**config.mk**
```make
export PLATFORM = sky130hd
export DESIGN_NAME = m_ext_ctrl
export DESIGN_NICKNAME = d
export VERILOG_FILES = /design/src/rtl/m_ext_ctrl.sv
export SDC_FILE = /design/constraint.sdc
export NUM_CORES = 1
export LEC_CHECK = 0
export CAP_MARGIN = 30
export CORE_MARGIN = 2
export CORE_UTILIZATION = 38
export DETAILED_ROUTE_END_ITERATION = 7
export PLACE_DENSITY_LB_ADDON = 0.3
export SKIP_CTS_REPAIR_TIMING = 1
export SYNTH_ARGS = -nofsm -noshare
export SYNTH_HDL_FRONTEND = slang
export SYNTH_SLANG_ARGS = --single-unit
```
**constraint.sdc**
```tcl
create_clock -name clk_i -period 5.3 [get_ports clk_i]
set_input_delay 1.06 -clock clk_i [delete_from_list [all_inputs] [get_ports clk_i]]
set_output_delay 1.06 -clock clk_i [all_outputs]
set_load 0.01 [all_outputs]
```
**src/rtl/m_ext_ctrl.sv**
```systemverilog
// Sequencer between the EX stage and a multicycle RISC-V M-extension unit.
// Latches one op, drives the unit until ready, short-circuits divide special cases, and guards with a watchdog.

`ifndef INST_ID_LEN
`define INST_ID_LEN 6
`endif
`ifndef MUL_ID
`define MUL_ID    32
`define MULH_ID   33
`define MULHSU_ID 34
`define MULHU_ID  35
`define DIV_ID    36
`define DIVU_ID   37
`define REM_ID    38
`define REMU_ID   39
`endif

module m_ext_ctrl #(
    parameter int GPR_WIDTH = 32,
    parameter int ID_LEN    = `INST_ID_LEN,
    parameter int WDOG_CYC  = 64
) (
    input  logic                 clk_i,
    input  logic                 rst_i,
    input  logic                 valid_i,
    input  logic [ID_LEN-1:0]    instr_id_i,
    input  logic [GPR_WIDTH-1:0] rs1_i,
    input  logic [GPR_WIDTH-1:0] rs2_i,
    input  logic [4:0]           rd_i,
    input  logic                 flush_i,
    output logic                 stall_o,
    output logic                 res_valid_o,
    output logic [GPR_WIDTH-1:0] res_o,
    output logic [4:0]           rd_o,
    output logic                 err_o,
    output logic                 m_ce_o,
    output logic [ID_LEN-1:0]    m_instr_id_o,
    output logic [GPR_WIDTH-1:0] m_rs1_o,
    output logic [GPR_WIDTH-1:0] m_rs2_o,
    input  logic                 m_ready_i,
    input  logic [GPR_WIDTH-1:0] m_result_i
);

    localparam logic [ID_LEN-1:0] L_MUL  = ID_LEN'(`MUL_ID);
    localparam logic [ID_LEN-1:0] L_DIV  = ID_LEN'(`DIV_ID);
    localparam logic [ID_LEN-1:0] L_REM  = ID_LEN'(`REM_ID);
    localparam logic [ID_LEN-1:0] L_REMU = ID_LEN'(`REMU_ID);

    localparam logic [GPR_WIDTH-1:0] INT_MIN  = {1'b1, {(GPR_WIDTH-1){1'b0}}};
    localparam logic [GPR_WIDTH-1:0] ALL_ONES = {GPR_WIDTH{1'b1}};

    localparam int WD_W = (WDOG_CYC > 1) ? $clog2(WDOG_CYC) : 1;

    typedef enum logic [1:0] {
        S_IDLE,
        S_WAIT,
        S_DONE
    } state_t;

    state_t                r_state;
    state_t                w_next;

    logic [ID_LEN-1:0]     r_id;
    logic [GPR_WIDTH-1:0]  r_rs1;
    logic [GPR_WIDTH-1:0]  r_rs2;
    logic [4:0]            r_rd;
    logic [GPR_WIDTH-1:0]  r_res;
    logic                  r_err;
    logic [WD_W-1:0]       r_wdog;

    logic                  w_is_m;
    logic                  w_accept;
    logic                  w_is_div;
    logic                  w_is_rem;
    logic                  w_is_sgn;
    logic                  w_by_zero;
    logic                  w_ovf;
    logic                  w_special;
    logic [GPR_WIDTH-1:0]  w_special_res;
    logic                  w_in_wait;
    logic                  w_wdog_hit;

    // Decode of the incoming request. Ids run MUL..REMU contiguously, divides last.
    always_comb begin
        w_is_m    = valid_i && (instr_id_i >= L_MUL) && (instr_id_i <= L_REMU);
        w_accept  = (r_state == S_IDLE) && w_is_m && !flush_i;
        w_is_div  = (instr_id_i >= L_DIV);
        w_is_rem  = (instr_id_i == L_REM) || (instr_id_i == L_REMU);
        w_is_sgn  = (instr_id_i == L_DIV) || (instr_id_i == L_REM);
        w_by_zero = (rs2_i == '0);
        w_ovf     = w_is_sgn && (rs1_i == INT_MIN) && (rs2_i == ALL_ONES);
        w_special = w_is_div && (w_by_zero || w_ovf);

        if (w_by_zero) begin
            w_special_res = w_is_rem ? rs1_i : ALL_ONES;
        end else begin
            w_special_res = w_is_rem ? '0 : INT_MIN;
        end
    end

    always_comb begin
        w_in_wait  = (r_state == S_WAIT);
        w_wdog_hit = (WDOG_CYC != 0) && w_in_wait && (r_wdog == WD_W'(WDOG_CYC - 1));
    end

    // State register.
    // NOTE: sequential state uses non-blocking assignments so every flop samples pre-edge values.
    always_ff @(posedge clk_i or posedge rst_i) begin
        if (rst_i) begin
            r_state <= S_IDLE;
        end else begin
            r_state <= w_next;
        end
    end

    // Next-state logic; flush beats ready, ready beats the watchdog.
    // NOTE: w_next gets a default before the case so no path leaves it unassigned (no latch).
    always_comb begin
        w_next = r_state;
        case (r_state)
            S_IDLE: begin
                if (w_accept) begin
                    w_next = w_special ? S_DONE : S_WAIT;
                end
            end
            S_WAIT: begin
                if (flush_i) begin
                    w_next = S_IDLE;
                end else if (m_ready_i || w_wdog_hit) begin
                    w_next = S_DONE;
                end
            end
            S_DONE:  w_next = S_IDLE;
            default: w_next = S_IDLE;
        endcase
    end

    // Operand latch, result capture, watchdog counter and sticky error.
    always_ff @(posedge clk_i or posedge rst_i) begin
        if (rst_i) begin
            r_id   <= '0;
            r_rs1  <= '0;
            r_rs2  <= '0;
            r_rd   <= '0;
            r_res  <= '0;
            r_err  <= 1'b0;
            r_wdog <= '0;
        end else begin
            if (w_accept) begin
                r_id  <= instr_id_i;
                r_rs1 <= rs1_i;
                r_rs2 <= rs2_i;
                r_rd  <= rd_i;
                if (w_special) begin
                    r_res <= w_special_res;
                end
            end

            if (w_in_wait && !flush_i) begin
                if (m_ready_i) begin
                    r_res <= m_result_i;
                end else if (w_wdog_hit) begin
                    r_res <= '0;
                    r_err <= 1'b1;
                end
            end

            if (w_in_wait && (w_next == S_WAIT)) begin
                r_wdog <= r_wdog + WD_W'(1);
            end else begin
                r_wdog <= '0;
            end
        end
    end

    // Outputs; stall covers the accept cycle combinationally so EX holds immediately.
    always_comb begin
        stall_o      = w_accept || w_in_wait;
        m_ce_o       = w_in_wait;
        res_valid_o  = (r_state == S_DONE) && !flush_i;
        res_o        = r_res;
        rd_o         = r_rd;
        err_o        = r_err;
        m_instr_id_o = r_id;
        m_rs1_o      = r_rs1;
        m_rs2_o      = r_rs2;
    end

endmodule

```
Word level (Yosys, flattened, before mapping)
Index checks and enable logic that the tools add are counted.
{ "classes": {"n_mux": 14, "eq_ne": 9, "add_sub_neg": 1, "reduce_logical": 20, "bitwise": 1, "n_lt_le_gt_ge": 3} }
{ "ops": {"columns": ["operator", "count"], "rows": [
  ["32-bit two-way mux", 8],
  ["32-bit == test, second input constant", 2],
  ["32-bit zero test", 1],
  ["6-bit == test, second input constant", 4],
  ["6-bit >= comparator, second input constant", 2],
  ["1-bit logical AND", 11],
  ["2-bit two-way mux", 4],
  ["6-bit by 1-bit adder with 6-bit output, second input constant", 1],
  ["6-bit less-or-equal comparator, second input constant", 1],
  ["6-bit two-way mux", 1],
  ["1-bit logical OR", 5],
  ["2-bit by 1-bit == test with 1-bit output, second input constant", 2],
  ["2-bit one-hot mux with 2 select lines", 1],
  ["3-bit AND reduction", 1],
  ["2-bit == test, second input constant", 1],
  ["2-bit zero test", 1],
  ["1-bit zero test", 1],
  ["1-bit inverter", 1]
]} }
{ "word_totals": {"reg_bits": 116, "output_inout_bits": 111, "input_bits": 112, "elab_cells": 56} }

Logic depth before layout (Yosys ltp)
Gate-level depths: netlist of the first run.
{ "logic_depth": {"depth_word": 12, "ltp_mapped": 8, "depth_no_buf": 7} }

Worst setup path before layout of the first run
OpenSTA, ideal clock, no wires.
{ "synth_path": {"path_type": "input port to output port", "start": "input port instr_id_i[3]", "end": "output port stall_o", "n_path_buf": 2, "t_arrival_ps": 2189, "stages": 5, "required_ps": 4240, "setup_slack_ps": 2051, "cell_sequence": "nor3b_1 nand4b_1 clkbuf_1 clkbuf_1 nand2_1"} }
{ "synth_via": {"elab_chain_cells": 6, "elab_cells_between_ends": 7, "classes_between": "order compare (2); reduce/logical (5)"} }
{ "synth_rtl": {"columns": ["item", "line_no", "rtl"], "rows": [
  ["start: declaration", "26", "input logic [ID_LEN-1:0] instr_id_i,"],
  ["6-bit >= comparator", "85", "w_is_m = valid_i && (instr_id_i >= L_MUL) && (instr_id_i <= L_REMU);"],
  ["1-bit logical AND", "85", null],
  ["1-bit logical AND *", "85", null],
  ["1-bit logical AND * (2 in a row)", "86", "w_accept = (r_state == S_IDLE) && w_is_m && !flush_i;"],
  ["1-bit logical OR *", "178", "stall_o = w_accept || w_in_wait;"],
  ["end: declaration", "31", "output logic stall_o,"]
]} }
Mark *: on every way between the ends. The rest lies on a longest branch, timed or not.

Final worst setup path of the first run
{ "layout_path": {"start": "input port instr_id_i[5]", "end": "output port stall_o"} }
Same word-level chain as after synthesis.

==> flow_summary_export.csv, run 1 <==
group,metric,value,unit
setup_path,crit_family,"buffers and inverters",
logic_synthesis,syn-cell-area,5050,sq um
routing,via_count,4996,
die,die_area,14200,sq um
clock_network,cts.path.max_buffers,2,
timing,fin_setup_tns,0,ps
finish,syn2layout_area_growth,60.3,%
finish,fin_cells,980,
routing,avgRoutedWirePerCell,16.9,microns
setup_path,crit_required,4240,ps
routing,first_pass_iters,7,
setup_path,worstSetupStartpointType,"primary input",
finish,drive_above_1_share,0.0609,
logic_synthesis,synth.distinct_cells,36,
logic_synthesis,synth_most_common_cell,"nand2_1",
logic_synthesis,ys.flop_type,"dfrtp_1",
logic_synthesis,synth_area_leaders,"dfrtp_1, nand2_1, o211ai_1",
routing,routed_wl,16.6,mm
timing,relSlewSlack,0.419,
routing,drc_errors,0,
logic_synthesis,avgSynthCellArea,8.76,sq um
setup_path,crit_top_cell,"clkdlybuf4s50_1",
setup_path,crit_chain,"clkdlybuf4s50_1 > nor3b_1 > nand4b_1 > buf_4 > nand2_1 > clkdlybuf4s50_1",
clock_network,clk_pin_slew,50,ps
worst_hold_path,hp-start,"r_wdog[0]",
timing,skew,9.90,ps
setup_path,r2r_end,"res_o[16]",
clock_network,cts-buffers-inserted,17,
finish,num-nets-final,905,
timing,hold_viol,0,
logic_synthesis,yosysSeqAreaShare,0.575,
routing,vias_per_cell,5.10,
die,fp-row-count,42,
place,dpl.hpwl,12.1,mm
setup_path,path_buf_inv,3,
place,dp_slack,1170,ps
place,placed_area,7470,sq um
finish,postLayoutCellArea,8090,sq um
finish,antennaDiodeCount,0,
timing,min_period,4130,ps
logic_synthesis,synth_commonest_cells,"nand2_1, dfrtp_1, nand3_1",
timing,timing.fmax,242,MHz
grt,grt_pass1_vias,4925,
pwr,p_per_area,383,nW/um^2
place,dpl.cell_count,949,
logic_synthesis,async_reset_ff_frac,1.00,
clock_network,htreeDepth,4,
setup_path,critical_path_arrival,3070,ps
setup_path,path_max_fanout,29,
grt,grt_first_pass_wirelength,26.2,mm
routing,detail-route-antenna-nets,0,
grt,groute.usage.overall,0.238,
timing,rsz0062_at_grt,"false",
logic_synthesis,ys_ff_latch,116,
die,io_pins,223,
logic_synthesis,yosys.area.top_type,"dfrtp_1",
worst_hold_path,min_to,"r_wdog[0]",
die,start_util,0.386,
worst_hold_path,hold_depth,1,
clock_network,root_buffer,"clkbuf_16",
place,gp_congestion,0.823,
timing,final-setup-viol-count,0,
die,die_w,119,microns
logic_synthesis,syn_nets,689,
die,die_h,119,microns
setup_path,critPathSlowestCell,"clkdlybuf4s50_1",
clock_network,clk_latency,410,ps
setup_path,reg2reg_setup_slack,2650,ps
run,maxCapViolations,0,
routing,drtIter0Drc,416,
setup_path,timing.rr.start,"r_state[0]",
timing,slew_violations,0,
grt,antenna_found_initial,0,
setup_path,max_stage_delay,530,ps
logic_synthesis,synth_top_area_share,0.575,
run_status,run_status,"finished, final reports clean",
grt,grt_max_degree,72,
worst_hold_path,hp-class,"reg -> reg",
setup_path,cp-end-kind,"output pin",
logic_synthesis,syn_inst,576,
setup_path,rr_worst_depth,8,
grt,overflow,0,
timing,fin_crit_sh,0.779,
pwr,irDropWorstVdd,210,uV
timing,tightest_slew,872,ps
logic_synthesis,synth_edf_count,0,
die,core_area,13100,sq um
setup_path,crit_type,"in -> out",
clock_network,cts_tree,"built",
logic_synthesis,yosys_warnings,0,
clock_network,clock-sinks,116,
place,io_buffers,222,
timing,setup_ws,1170,ps
pwr,power_leakage,3.56,nW
==> registers in the layout, summed over array words and instances, names as in the netlist <==
register / count
r_state: 2
r_wdog: 6
err_o: 1
m_rs2_o: 32
m_rs1_o: 32
m_instr_id_o: 6
rd_o: 5
res_o: 32
==> per-stage QoR <==
step / hold slack, ps / util / power (mW)
floorplan: 430 / - / 1.41
global placement: 444 / 0.568 / 1.91
detailed placement: 462 / 0.571 / 1.93
CTS: 473 / 0.618 / 3.13
global route: 491 / 0.618 / 3.23
finish: 465 / 0.618 / 3.10
==> report_power, final <==
part | leakage (nW) | internal, mW | switching, mW | total, mW
clock network | 0.297 | 0.797 | 0.395 | 1.19
registers | 1.49 | 1.06 | 0.0990 | 1.16
logic | 1.77 | 0.439 | 0.311 | 0.750
total | 3.56 | 2.30 | 0.805 | 3.10
==> metal layers <==
layer  part of all wire  vias to the layer above  GRT usage  wire length [microns]
li1                   -                     2363          -                      -
met1               0.42                     2414      0.301                   7000
met2               0.49                      206      0.394                   8200
met3              0.075                       13     0.0704                   1240
met4              0.010                        0     0.0714                    170
met5                  0                        -          0                      0
==> kinds of logic after synthesis <==
group,after synthesis,share of synthesized area
muxes,1,0.00223
DFF,116,0.575
adders and majority gates,1,0.00248
AOI/OAI and AO/OA,71,0.0903
xor gates and xnor gates,4,0.00694
buffers and inverters,40,0.0298
and+or+nand+nor,343,0.293
==> worst max-delay path by stage <==
stage                       start        end  slack, ps  cells after the start
floorplan                   rst_i      err_o       1170                      1
global route        instr_id_i[5]    stall_o       1060                      6
detailed placement      rs1_i[10]  res_o[16]       1170                      8
finish              instr_id_i[5]    stall_o       1170                      6
global placement    instr_id_i[5]    stall_o       1310                      6
CTS                 instr_id_i[5]    stall_o       1190                      6
==> area by class of cell <==
class / count / area [sq um]
fill: 1074 / 5000
sequential: 116 / 2900
timing repair buffer: 231 / 2310
multi-input combinational: 420 / 2010
clock buffer: 23 / 498
tap: 176 / 220
clock inverter: 8 / 123
inverter: 6 / 25.0
==> cells in the final DEF (no fill, tap or decap), types with 2 or more instances in the layout <==
master and instances:
nand2_1 251, clkdlybuf4s50_1 222, dfrtp_1 116, nand3_1 36, o21ai_0 33, o211ai_1 31
clkbuf_16 17, nor4_1 14, nor2_1 13, nand4_1 9, buf_4 8, and2_1 5
clkbuf_8 5, inv_1 4, bufinv_16 3, clkinvlp_4 3, nand4b_1 2, nand2b_1 2
or2_2 2, xor2_1 2, xnor2_1 2, clkinv_2 2
==> worst reg2reg max path: cells and delay by family (launching register included) <==
kind,cells,cell delay [ps]
flops,1,340
simple gates,4,540
buf+inv,2,980
compound gates,2,700
No activity file was read; power rests on OpenSTA's default activity.
==> run 2: changes to the inputs <==
clock period = 3.4 ns   (was 5.3 ns; I/O delays follow)
==> flow_summary_export.csv, run 2 (synthesized netlist as in run 1, its figures left out) <==
group,metric,value,unit
setup_path,path_max_fanout,3,
timing,rsz0062_at_grt,"false",
setup_path,critPathSlowestCell,"clkdlybuf4s50_1",
routing,routed_wl,16.8,mm
timing,fin_setup_tns,0,ps
grt,grtUsageMet1,0.300,
grt,grt_first_pass_wirelength,26.3,mm
timing,skew,5.72,ps
die,core_area,13100,sq um
pwr,p_clk_frac,0.365,
timing,fin_crit_sh,0.895,
finish,final_util,0.619,
pwr,irDropWorstVdd,326,uV
grt,overflow,0,
die,die_w,119,microns
place,io_buffers,222,
finish,drive_above_1_share,0.0667,
pwr,seqPwrFrac,0.384,
clock_network,cts-buffers-inserted,17,
grt,use_met2,0.388,
finish,nFillCells,1049,
clock_network,clk_latency,410,ps
clock_network,clk_pin_slew,50,ps
setup_path,crit_chain,"clkdlybuf4s50_1 > nor3b_1 > buf_4 > nand4b_1 > nand2_1 > clkdlybuf4s50_1",
timing,hold_viol,0,
pwr,p_per_area,581,nW/um^2
pwr,p_int,3.45,mW
timing,final-setup-viol-count,0,
routing,detail-route-antenna-nets,0,
routing,vias_per_cell,5.08,
pwr,p_sw,1.26,mW
finish,num-nets-final,911,
die,start_util,0.386,
clock_network,clock-sinks,116,
grt,grt_max_degree,79,
grt,met3_usage,0.0675,
setup_path,crit_top_cell,"clkdlybuf4s50_1",
timing,timing.fmax,329,MHz
grt,antenna_found_initial,0,
routing,drc_errors,0,
clock_network,htreeDepth,4,
timing,min_period,3040,ps
setup_path,worstSetupStartpointType,"primary input",
die,die_area,14200,sq um
place,dpl.hpwl,12.2,mm
timing,slew_violations,0,
routing,first_pass_iters,5,
clock_network,cts.path.max_buffers,2,
grt,groute.usage.overall,0.239,
run_status,run_status,"finished, final reports clean",
place,gp_congestion,0.829,
grt,grt_pass1_vias,5075,
setup_path,crit_required,2720,ps
timing,setup_ws,356,ps
timing,relSlewSlack,0.446,
pwr,power_leakage,3.58,nW
setup_path,crit_family,"buffers and inverters",
finish,antennaDiodeCount,0,
setup_path,crit_type,"in -> out",
timing,tightest_slew,832,ps
grt,globalRoute.busiestLayer,"met2",
routing,via_count,5006,
setup_path,path_buf_inv,3,
place,dp_slack,76.3,ps
finish,mostFrequentLayoutCell,"nand2_1",
die,io_pins,223,
finish,final_cell_mix,"nand2_1, clkdlybuf4s50_1, dfrtp_1",
setup_path,critical_path_arrival,2360,ps
pwr,pwr-share-comb,0.252,
setup_path,max_stage_delay,580,ps
clock_network,root_buffer,"clkbuf_16",
finish,syn2layout_area_growth,60.5,%
routing,drtIter0Drc,345,
routing,avgRoutedWirePerCell,17.0,microns
die,die_h,119,microns
die,fp-row-count,42,
clock_network,cts_tree,"built",
run,maxCapViolations,0,
pwr,switching_share,0.267,
setup_path,cp-end-kind,"output pin",
worst_hold_path,hp-class,"reg -> reg",
[run 2: cell type report]
class                   instances  area [sq um]  area share
flip-flops and latches        116          2900       0.358
repair buffers                237          2370       0.293
multi-input cells             420          2010       0.248
clock buffers                  21           460      0.0569
well taps                     176           220      0.0272
clock inverters                10           108      0.0133
inverters                       6          26.3     0.00324
[run 2: worst paths after layout]
kind                          startpoint     endpoint  slack, ps  cells after the start
setup / recovery           instr_id_i[5]      stall_o        360                      6
hold / removal                 r_wdog[0]    r_wdog[0]        460                      1
setup reg to reg              r_state[0]    res_o[31]       1170                      7
hold reg to reg                r_wdog[0]    r_wdog[0]        460                      1
max in group asynchronous          rst_i    r_wdog[3]       2170                      4
min in group asynchronous          rst_i  m_rs2_o[11]        500                      2
[run 2: per-layer routing]
layer,up-vias,routed length [microns],share of wire
li1,2375,-,-
met1,2418,7010,0.42
met2,185,8220,0.49
met3,28,1190,0.071
met4,0,386,0.023
met5,-,0,0
[run 2: power by group through the flow]
| stage | Clock [mW] | Sequential (mW) | Combinational (mW) |
|---|---|---|---|
| floorplan | 0 | 1.94 | 0.255 |
| global placement | 0 | 1.81 | 1.16 |
| detailed placement | 0 | 1.83 | 1.19 |
| CTS | 1.74 | 1.81 | 1.20 |
| global route | 1.80 | 1.84 | 1.27 |
| finish | 1.72 | 1.80 | 1.18 |
[run 2: metrics by stage]
step / instance area [sq um] / hold WS, ps / cells / power, mW
6_report: 8100 / 465 / 986 / 4.70
2_1_floorplan: 5050 / 430 / 576 / 2.19
4_1_cts: 8080 / 462 / 985 / 4.74
3_5_place_dp: 7510 / 454 / 954 / 3.01
5_1_grt: 8100 / 492 / 986 / 4.91
3_3_place_gp: 7510 / 448 / 954 / 2.98
==> run 3: changes to the inputs <==
CTS_BUF_LIST = sky130_fd_sc_hd__clkbuf_8   (was default)
PLACE_DENSITY = 0.77   (was default)
PLACE_DENSITY_LB_ADDON = default   (was 0.3)
SETUP_SLACK_MARGIN = 0.3   (was default)
==> flow_summary_export.csv, run 3 (synthesized netlist as in run 1, its figures left out) <==
group,metric,value,unit
run_status,run_status,"finished, final reports clean",
routing,via_count,4999,
place,gp_congestion,0.827,
timing,fin_crit_sh,0.868,
place,dpl.cell_count,954,
place,dpl.hpwl,12.4,mm
die,die_h,119,microns
pwr,p_clk_frac,0.275,
finish,num-nets-final,910,
timing,holdWs,459,ps
die,fp-row-count,42,
routing,routed_wl,16.7,mm
setup_path,crit_chain,"clkdlybuf4s50_1 > nor3b_1 > buf_4 > nand4b_1 > nand2_1 > clkdlybuf4s50_1",
setup_path,critical_path_arrival,2270,ps
timing,hold_viol,0,
timing,timing.fmax,339,MHz
pwr,p_per_area,523,nW/um^2
die,io_pins,223,
timing,fin_setup_tns,0,ps
clock_network,cts-buffers-inserted,17,
setup_path,crit_start,"instr_id_i[5]",
clock_network,cts.path.max_buffers,2,
grt,overflow,0,
die,die_w,119,microns
setup_path,crit_required,2720,ps
setup_path,path_max_fanout,3,
setup_path,reg2reg_setup_slack,1180,ps
die,core_area,13100,sq um
clock_network,root_buffer,"clkbuf_8",
finish,syn2layout_area_growth,55.7,%
clock_network,cts_tree,"built",
routing,drtIter0Drc,407,
setup_path,crit_type,"in -> out",
finish,multi_input_area,2010,sq um
setup_path,critPathSlowestCell,"clkdlybuf4s50_1",
pwr,total_power,4.11,mW
routing,drc_errors,0,
finish,fin_cells,981,
routing,detail-route-antenna-nets,0,
setup_path,crit_top_cell,"clkdlybuf4s50_1",
finish,postLayoutCellArea,7860,sq um
timing,slew_violations,0,
routing,vias_per_cell,5.10,
finish,final_cell_mix,"nand2_1, clkdlybuf4s50_1, dfrtp_1",
timing,final-setup-viol-count,0,
timing,min_period,2950,ps
run,maxCapViolations,0,
clock_network,clk_latency,410,ps
finish,drive_above_1_share,0.0621,
setup_path,timing.rr.start,"r_state[0]",
finish,mostFrequentLayoutCell,"nand2_1",
timing,relSlewSlack,0.469,
finish,nFillCells,1120,
grt,groute.usage.overall,0.238,
grt,antenna_found_initial,0,
grt,grt_first_pass_wirelength,26.3,mm
die,start_util,0.386,
pwr,irDropWorstVdd,313,uV
setup_path,cp-end-kind,"output pin",
clock_network,clk_pin_slew,60,ps
timing,tightest_slew,795,ps
timing,rsz0062_at_grt,"false",
grt,grt_pass1_vias,5064,
grt,grt_max_degree,64,
worst_hold_path,hp-class,"reg -> reg",
routing,first_pass_iters,5,
pwr,p_sw,1.17,mW
finish,antennaDiodeCount,0,
place,placed_area,7520,sq um
pwr,pwr-share-comb,0.288,
pwr,power_leakage,3.48,nW
routing,avgRoutedWirePerCell,17.1,microns
place,io_buffers,222,
clock_network,htreeDepth,4,
finish,seq_area,2900,sq um
setup_path,path_buf_inv,3,
die,die_area,14200,sq um
pwr,seqPwrFrac,0.438,
timing,skew,10.9,ps
pwr,switching_share,0.284,
setup_path,worstSetupStartpointType,"primary input",
pwr,p_int,2.95,mW
setup_path,crit_family,"buffers and inverters",
setup_path,max_stage_delay,530,ps
worst_hold_path,hp-start,"r_wdog[0]",
clock_network,clock-sinks,116,
==> run 3: changes by cell type in the layout (fill, tap and decap cells not counted), sizes merged <==
cell and change:
bufinv -1, inv +1, clkinv -1, clkbuf -1
buf -1, clkinvlp -2
==> run 3: power by group through the flow <==
stage               registers (mW)  logic (mW)  clock network (mW)
floorplan                     1.94       0.255                   0
CTS                           1.80        1.20                1.15
global placement              1.81        1.17                   0
detailed placement            1.82        1.19                   0
global route                  1.83        1.27                1.21
finish                        1.80        1.18                1.13
==> run 3: final timing paths <==
path	to	cells past startpoint
worst max-delay path	stall_o	6
worst min-delay path	r_wdog[0]	1
worst max register to register	res_o[22]	8
worst min register to register	r_wdog[0]	1
max in group asynchronous	r_wdog[5]	3
min in group asynchronous	m_instr_id_o[3]	2
==> run 3: per-layer routing <==
| layer | vias up | wire (microns) | GRT usage |
|---|---|---|---|
| met4 | 0 | 426 | 0.0930 |
| met2 | 241 | 8060 | 0.389 |
| li1 | 2364 | - | - |
| met5 | - | 0 | 0 |
| met1 | 2360 | 6920 | 0.299 |
| met3 | 34 | 1340 | 0.0675 |
==> run 3: area by class of cell <==
cell class,count,share of cell area
sequential,116,0.369
timing repair buffer,236,0.301
multi-input combinational,420,0.256
clock buffer,20,0.0350
tap,176,0.0280
clock inverter,7,0.00780
inverter,6,0.00334
==> run 3: stage by stage <==
| stage | utilization | worst slack [ps] |
|---|---|---|
| 5_1_grt | 0.601 | 328 |
| 3_5_place_dp | 0.575 | 90.3 |
| 3_3_place_gp | 0.575 | 192 |
| 4_1_cts | 0.601 | 457 |
| 6_report | 0.601 | 450 |
| 2_1_floorplan | - | 663 |
